### src/rtl/posit_round_pipe.sv
// Two-stage posit rounding/encoding pipeline.
// Stage 1 assembles the unrounded magnitude (regime, exponent, fraction,
// guard bits) and left-aligns it according to the regime length.
// Stage 2 rounds on the top N-1 bits, clamps to maxpos/minpos, and applies
// the sign. A saturating counter tracks inexact beats delivered downstream.
module posit_round_pipe #(
    parameter int N  = 32,
    parameter int ES = 2,
    parameter int FW = N,
    parameter int RS = $clog2(N)
) (
    input  logic                          clk,
    input  logic                          rst_n,
    input  logic                          in_valid,
    output logic                          in_ready,
    input  logic                          in_sign,
    input  logic                          in_nar,
    input  logic                          in_zero,
    input  logic [RS+1:0]                 in_k,
    input  logic [((ES > 0) ? ES : 1)-1:0] in_exp,
    input  logic [FW-1:0]                 in_frac,
    input  logic                          in_sticky,
    input  logic [1:0]                    in_mode,
    output logic                          out_valid,
    input  logic                          out_ready,
    output logic [N-1:0]                  out_posit,
    output logic                          out_inexact,
    output logic                          out_sat,
    input  logic                          cnt_clr,
    output logic [15:0]                   inexact_cnt
);

    // body = exponent, fraction and three guard bits below the regime
    localparam int BW = ES + FW + 3;
    // room for the longest regime pattern (N ones/zeros plus terminator) above the body
    localparam int MW = N + 1 + BW;
    localparam int SW = $clog2(MW);

    logic [BW-1:0] body;

    generate
        if (ES > 0) begin : g_exp
            assign body = {in_exp[ES-1:0], in_frac, 3'b000};
        end else begin : g_noexp
            logic unused_exp;
            assign unused_exp = ^in_exp;
            assign body = {in_frac, 3'b000};
        end
    endgenerate

    // stage 1 registers
    logic          s1_valid;
    logic          s1_sign;
    logic          s1_nar;
    logic          s1_zero;
    logic          s1_hi;
    logic          s1_lo;
    logic [1:0]    s1_mode;
    logic [MW-1:0] s1_mag;

    // stage 2 is the output register
    logic          s2_valid;
    logic          s2_adv;

    assign s2_adv    = ~s2_valid | out_ready;
    assign in_ready  = ~s2_valid | out_ready | ~s1_valid;
    assign out_valid = s2_valid;

    // stage 1 combinational: regime pattern + body, left-aligned by regime length
    int            k_val;
    int            sh_val;
    logic          k_hi;
    logic          k_lo;
    logic [SW-1:0] sh_amt;
    logic [MW-1:0] base;
    logic [MW-1:0] mag_shift;

    // Build the pattern with the full-length run on top, then shift the
    // unwanted run bits out of the MSB end so only the regime length remains.
    always_comb begin
        k_val  = int'($signed(in_k));
        k_hi   = (k_val > N - 2);
        k_lo   = (k_val < -(N - 2));
        sh_val = (k_val >= 0) ? (N - 1 - k_val) : (N + k_val);
        if (k_hi || k_lo) begin
            sh_val = 0;
        end
        sh_amt = SW'(sh_val);
        if (k_val >= 0) begin
            base = {{N{1'b1}}, 1'b0, body};
        end else begin
            base = {{N{1'b0}}, 1'b1, body};
        end
        mag_shift    = base << sh_amt;
        // bit 0 always lies below the guard position, so it can carry the sticky
        mag_shift[0] = mag_shift[0] | in_sticky;
    end

    // stage 1 register: accept a beat whenever in_ready
    always_ff @(posedge clk or negedge rst_n) begin
        if (!rst_n) begin
            s1_valid <= 1'b0;
            s1_sign  <= 1'b0;
            s1_nar   <= 1'b0;
            s1_zero  <= 1'b0;
            s1_hi    <= 1'b0;
            s1_lo    <= 1'b0;
            s1_mode  <= 2'b00;
            s1_mag   <= '0;
        end else if (in_ready) begin
            s1_valid <= in_valid;
            if (in_valid) begin
                s1_sign <= in_sign;
                s1_nar  <= in_nar;
                s1_zero <= in_zero;
                s1_hi   <= k_hi;
                s1_lo   <= k_lo;
                s1_mode <= in_mode;
                s1_mag  <= mag_shift;
            end
        end
    end

    // stage 2 combinational: L/G/S extraction, rounding, clamping, negation
    logic [N-2:0] kept;
    logic         g_bit;
    logic         s_bit;
    logic         ulp;
    logic [N-1:0] sum;
    logic [N-2:0] mag;
    logic [N-1:0] pos;
    logic [N-1:0] nxt_posit;
    logic         nxt_inexact;
    logic         nxt_sat;

    // Rounding decision and final encoding of the stage-1 magnitude
    always_comb begin
        kept  = s1_mag[MW-1 -: N-1];
        g_bit = s1_mag[MW-N];
        s_bit = |s1_mag[MW-N-1:0];
        case (s1_mode)
            2'b01:   ulp = 1'b0;
            2'b10:   ulp = g_bit | s_bit;
            default: ulp = g_bit & (s_bit | kept[0]);
        endcase
        sum         = {1'b0, kept} + {{(N-1){1'b0}}, ulp};
        mag         = sum[N-2:0];
        nxt_inexact = g_bit | s_bit;
        nxt_sat     = 1'b0;
        if (s1_hi || sum[N-1]) begin
            mag     = {(N-1){1'b1}};
            nxt_sat = 1'b1;
        end else if (s1_lo || (sum == '0)) begin
            mag     = {{(N-2){1'b0}}, 1'b1};
            nxt_sat = 1'b1;
        end
        // out-of-range regime: the clamped value necessarily differs from the input
        if (s1_hi || s1_lo) begin
            nxt_inexact = 1'b1;
        end
        pos       = {1'b0, mag};
        nxt_posit = s1_sign ? (~pos + {{(N-1){1'b0}}, 1'b1}) : pos;
        if (s1_nar) begin
            nxt_posit   = {1'b1, {(N-1){1'b0}}};
            nxt_inexact = 1'b0;
            nxt_sat     = 1'b0;
        end else if (s1_zero) begin
            nxt_posit   = '0;
            nxt_inexact = 1'b0;
            nxt_sat     = 1'b0;
        end
    end

    // stage 2 register: advance when output is empty or being taken
    always_ff @(posedge clk or negedge rst_n) begin
        if (!rst_n) begin
            s2_valid    <= 1'b0;
            out_posit   <= '0;
            out_inexact <= 1'b0;
            out_sat     <= 1'b0;
        end else if (s2_adv) begin
            s2_valid <= s1_valid;
            if (s1_valid) begin
                out_posit   <= nxt_posit;
                out_inexact <= nxt_inexact;
                out_sat     <= nxt_sat;
            end
        end
    end

    // saturating count of inexact beats delivered; clear wins over increment
    always_ff @(posedge clk or negedge rst_n) begin
        if (!rst_n) begin
            inexact_cnt <= 16'd0;
        end else if (cnt_clr) begin
            inexact_cnt <= 16'd0;
        end else if (s2_valid && out_ready && out_inexact && (inexact_cnt != 16'hFFFF)) begin
            inexact_cnt <= inexact_cnt + 16'd1;
        end
    end

endmodule

### config.mk
export PLATFORM = sky130hd
export DESIGN_NAME = posit_round_pipe
export DESIGN_NICKNAME = d
export VERILOG_FILES = /design/src/rtl/posit_round_pipe.sv
export SDC_FILE = /design/constraint.sdc
export NUM_CORES = 1
export LEC_CHECK = 0
export CAP_MARGIN = 20
export CORE_MARGIN = 10
export CORE_UTILIZATION = 55
export CTS_CLUSTER_DIAMETER = 60
export CTS_CLUSTER_SIZE = 40
export DETAILED_ROUTE_END_ITERATION = 7
export GPL_ROUTABILITY_DRIVEN = 0
export PLACE_DENSITY = 0.78
export SLEW_MARGIN = 10
export SYNTH_ARGS = -nofsm -noshare
export SYNTH_HDL_FRONTEND = slang
export SYNTH_SLANG_ARGS = --single-unit
export TNS_END_PERCENT = 10
### constraint.sdc
create_clock -name clk -period 13.05 [get_ports clk]
set_clock_uncertainty 0.05 [all_clocks]
set_input_delay 1.9575 -clock clk [delete_from_list [all_inputs] [get_ports clk]]
set_output_delay 1.9575 -clock clk [all_outputs]
set_load 0.05 [all_outputs]
After elaboration in Yosys (flattened, before gate mapping)
Cells that the tools add are included. W data, S select, Z words.

Register bits after elaboration: 129. Input port bits: 52. Output and inout port bits: 52. Word-level logic and storage cells: 64.

$add $sub $neg: 5. Magnitude comparators: 3. Equal/unequal tests: 3. Shifts and indexed selects: 1. Mux-type cells: 18. Bitwise gates (word level): 9. Reductions and logical operators: 12.

Operators by type and width (count): $mux W32 (3); $mux W70 (1); $shl A70 B7 Y70 (1); $mux W31 (2); $reduce_or A38 Y1 (1); $add A31 B1 Y32 (1); $add A32 B1 Y32 const B (1); $logic_not A32 Y1 (1); $mux W16 (2); $not A31 Y32 (1); $add A16 B1 Y16 const B (1); $ne A16 B16 Y1 const B (1); $mux W7 (2); $add A7 B7 Y7 const A (1); $ge A7 B1 Y1 const B (1); $gt A7 B6 Y1 const B (1); $lt A7 B6 Y1 const B (1); $mux W1 (7); $sub A6 B7 Y7 const A (1); $or A1 B1 Y1 (5); $logic_or A1 B1 Y1 (4); $reduce_and A2 Y1 (2); $logic_and A1 B1 Y1 (3); $eq A2 B1 Y1 const B (1); other kinds (5) (6).

Logic depth before layout (Yosys ltp)
Word-level depth: 14. Gate-level depth with buffers: 23. Mapped depth without buffers: 22.

Least setup slack after synthesis
Ideal clock, no wire load.

Path kind: input to register. Start point: input in_k[6]. End point: register s1_mag[33]. Setup time: 0.121 ns. Arrival time: 5.124 ns. Data required time: 12.879 ns. Slack: 7.755 ns. Cell stages on the path: 14. Path buffers: 5. Cells stage by stage: clkbuf_1 -> inv_1 -> clkbuf_1 -> ha_1 -> buf_1 -> a21boi_0 -> or3_1 -> o22ai_1 -> clkbuf_1 -> buf_2 -> mux2i_1 -> nand2_1 -> a32oi_1 -> nand2_1.

Cells in the longest elaborated chain, start to end: 4. Elaborated cells on any way between the ends: 10. Classes of those cells: 2 x add/sub; 3 x order compare; 1 x shift; 3 x mux; 1 x reduce/logical.

RTL lines: start, declared (line 19) `input logic [RS+1:0] in_k,`; $add A7 B7 Y7, or another cell as far along (line 84) `sh_val = (k_val >= 0) ? (N - 1 - k_val) : (N + k_val);`; $mux W7 / $logic_or A1 B1 Y1 (equally long branches) (line 84, 85); $mux W7 (line 85) `if (k_hi || k_lo) begin`; $shl A70 B7 Y70 (*) (line 94) `mag_shift = base << sh_amt;`; end signal, assigned (line 119) `s1_mag <= mag_shift;`; end, declared (line 59) `logic [MW-1:0] s1_mag;`.

Every way passes the cells marked *; elsewhere a longest branch is shown, timed or not. A chain may end at the register's enable or synchronous reset.

Worst setup path after layout
Start point: input in_k[6]. End point: register s1_mag[34].

Same word-level chain as after synthesis.

==> impl_metrics.json <==
{
  "synth.net_count": 1202,
  "dieHeight_um": 153,
  "syn-mean-instance-area_um2": 8.50,
  "cp.depth": 13,
  "regArea_mm2": 0.00318,
  "slowest_stage": "a211oi_1",
  "rsz0062_at_grt": "no",
  "die_w_um": 153,
  "post_drt_wl_per_cell_um": 19.7,
  "final_area_mm2": 0.0114,
  "min_path_cells": 2,
  "cp-end-kind": "flop",
  "synthesis.area_mm2": 0.00970,
  "portBuffers": 103,
  "io_pins": 104,
  "hold_path.class": "flop to flop",
  "drc_errors": 11,
  "cts_resized": 0,
  "ff2ff_path_depth": 23,
  "drive_above_1_share": 0.0831,
  "p_per_area_mw_per_mm2": 132,
  "multi_input_area_mm2": 0.00611,
  "clk_latency_ns": 0.43,
  "crit_required_ns": 13.32,
  "cts_buffers": 17,
  "synth_simple_gate_area_frac": 0.209,
  "die_area_mm2": 0.0234,
  "critPathMaxStageDelay_ns": 0.61,
  "maxSlewViolCount": 0,
  "dp_hpwl_mm": 20.7,
  "vias": 9448,
  "place_worst_setup_slack_ns": 6.71,
  "yosys-top-cells-area": "dfrtp_1 33%, mux2i_1 10%, nand2_1 5.2%",
  "clk_path_buf_depth": 2,
  "drt_first_pass_iters": 8,
  "area_delta_synth_final_pct": 17.3,
  "ctsRootBufferMaster": "clkbuf_16",
  "synthAdderAreaFrac": 0.0103,
  "grt_pass1_wl_mm": 46.1,
  "antenna_found_initial": 0,
  "max_slew_margin": 0.307,
  "hold_violations": 0,
  "min_period_ns": 5.83,
  "core_area_mm2": 0.0173,
  "start_util": 0.561,
  "synth-seq-cells": 127,
  "synthArstFlopShare": 1.00,
  "path_delay_family": "buffers and inverters",
  "drtIter0Drc": 1171,
  "synth_top_area_cell": "dfrtp_1",
  "synth_top_family_by_area": "compound AO/OA/AOI/OAI gates",
  "power_leakage_nw": 4.69,
  "postCtsHoldBufs": 0,
  "outcome": "finished with violations",
  "crit_arrival_ns": 6.10,
  "core.rowCount": 48,
  "path_common_cell": "mux2i_1",
  "synth_top_area_frac": 0.328,
  "max_freq_mhz": 172,
  "grt_use_total": 0.231,
  "synth_compound_area_frac": 0.226,
  "fin_crit_sh": 0.447,
  "layout.nets": 1251,
  "placed_area_mm2": 0.0108,
  "clock_sinks": 127,
  "yosysWarnings": 0,
  "routed_wl_mm": 28.2,
  "cts_tree": "done",
  "ys_types": 78,
  "setup_viol": 0,
  "ff2ff_setup_slack_ns": 7.26,
  "fill_cells": 1462,
  "grt_pass1_vias": 8822,
  "crit_type": "input port to flop",
  "grt_max_degree": 80,
  "maxCapViolCount": 0,
  "ir_drop_mv": 0.100,
  "startpoint_type": "input port",
  "n_antenna_cell": 0,
  "ant_nets": 0,
  "synth-edff-count": 0,
  "yosys.area_share.xor_xnor": 0.0551,
  "postCtsSetupRepairBufs": 0,
  "worstPathCellList": "clkdlybuf4s50_1 > buf_4 > inv_1 > ha_1 > a211oi_1 > a22oi_2 > buf_4 > mux2i_1 > mux2i_1 > mux2i_1 > mux2i_1 > a22oi_1 > nand2_1",
  "clkTransAtPathRegs_ns": 0.06,
  "setup_tns_ns": 0,
  "tightest_slew_ns": 1.04,
  "synth_ff_type": "dfrtp_1",
  "synth_cells": 1142,
  "yosysSeqAreaShare": 0.328,
  "critPathBufInv": 4,
  "failed_checks": "DRC",
  "viasPerCell": 6.61,
  "overflow": 0,
  "timing.final.ws_setup_ns": 7.22,
  "htreeDepth": 4,
  "muxShareOfSynthArea": 0.126,
  "path_max_fanout": 38
}
path summary, 6_finish.rpt:
kind | start | end
worst max-delay path | in_k[6] | s1_mag[34]$_DFFE_PN0P_
worst min-delay path | out_posit[2]$_DFFE_PN0P_ | out_posit[2]$_DFFE_PN0P_
worst max register to register | s1_mag[36]$_DFFE_PN0P_ | out_posit[30]$_DFFE_PN0P_
worst min register to register | out_posit[2]$_DFFE_PN0P_ | out_posit[2]$_DFFE_PN0P_
max in group asynchronous | rst_n | s1_mag[31]$_DFFE_PN0P_
min in group asynchronous | rst_n | out_posit[23]$_DFFE_PN0P_
cell type report:
class | instances | share of cell area
multi-input combinational | 905 | 0.537
sequential | 127 | 0.279
timing repair buffer | 121 | 0.103
clock buffer | 18 | 0.0377
tap | 225 | 0.0247
clock inverter | 14 | 0.0119
inverter | 19 | 0.00627
logic make-up (layout without fill, tap and decap cells):
family,Yosys count,in the layout
buf+inv,110,172
xor+xnor,61,61
flops,127,127
compound gates,318,318
mux,117,117
simple gates,401,401
fa+ha+maj,8,8
cells in the final DEF (no fill, tap or decap), types with 7 or more instances in the layout:
master / count
or2_2: 10
a222oi_1: 7
o31ai_1: 8
a221o_1: 18
nand4_1: 17
or3_1: 15
inv_1: 17
ha_1: 8
a31oi_1: 10
nor4_1: 24
xnor2_1: 33
dfrtp_1: 127
clkbuf_16: 17
buf_4: 18
o21ai_0: 97
nand2_1: 134
clkdlybuf4s50_1: 102
nand2b_1: 7
a22oi_1: 19
xor2_1: 28
o211ai_1: 7
a21o_1: 11
and3_1: 15
mux2_2: 14
clkinvlp_4: 7
a21oi_1: 47
a22o_1: 13
nand3_1: 43
and2_1: 11
o221ai_1: 7
nor2_1: 78
mux2i_1: 100
and4_1: 9
nor3_1: 12
flip-flops by register name, summed over array words and instances (netlist names):
register,flops
out_sat,1
s1_zero,1
s1_nar,1
out_valid,1
s1_lo,1
s1_mode,2
s1_sign,1
out_posit,32
inexact_cnt,16
s1_valid,1
s1_mag,68
s1_hi,1
out_inexact,1
routing by layer:
metal / global-route usage / up-vias / wire length, µm
li1: - / 4358 / -
met1: 0.313 / 4466 / 12200
met2: 0.355 / 551 / 12800
met3: 0.0513 / 73 / 2410
met4: 0.0799 / 0 / 753
met5: 0 / - / 0
synthesized netlist by cell type (11+ instances only):
master    number
a21o_1        11
a21oi_1       48
a221o_1       18
a22o_1        13
a22oi_1       20
and2_1        11
and3_1        15
buf_2         21
clkbuf_1      59
dfrtp_1      127
inv_1         17
mux2_2        14
mux2i_1      100
nand2_1      135
nand3_1       43
nand4_1       17
nor2_1        78
nor3_1        12
nor4_1        24
o21ai_0       97
or3_1         15
xnor2_1       33
xor2_1        28
through the flow:
| stage | total power, mW | utilization | std cells | hold WS (ns) |
|---|---|---|---|---|
| floorplan | 0.884 | - | 1142 | 0.390 |
| global placement | 1.04 | 0.624 | 1395 | 0.410 |
| detailed placement | 1.05 | 0.624 | 1395 | 0.424 |
| CTS | 1.50 | 0.656 | 1427 | 0.437 |
| global route | 1.58 | 0.658 | 1429 | 0.452 |
| finish | 1.51 | 0.658 | 1429 | 0.430 |
tightest hold or removal path: stages (launching register included):
cell and delay, ns:
dfrtp_1 0.34, nand2_1 0.05, o21ai_0 0.06
where the power goes:
part | switching (mW) | internal, mW
clock network | 0.189 | 0.264
registers | 0.0797 | 0.459
logic | 0.316 | 0.198
No activity file was read; power rests on OpenSTA's default activity.
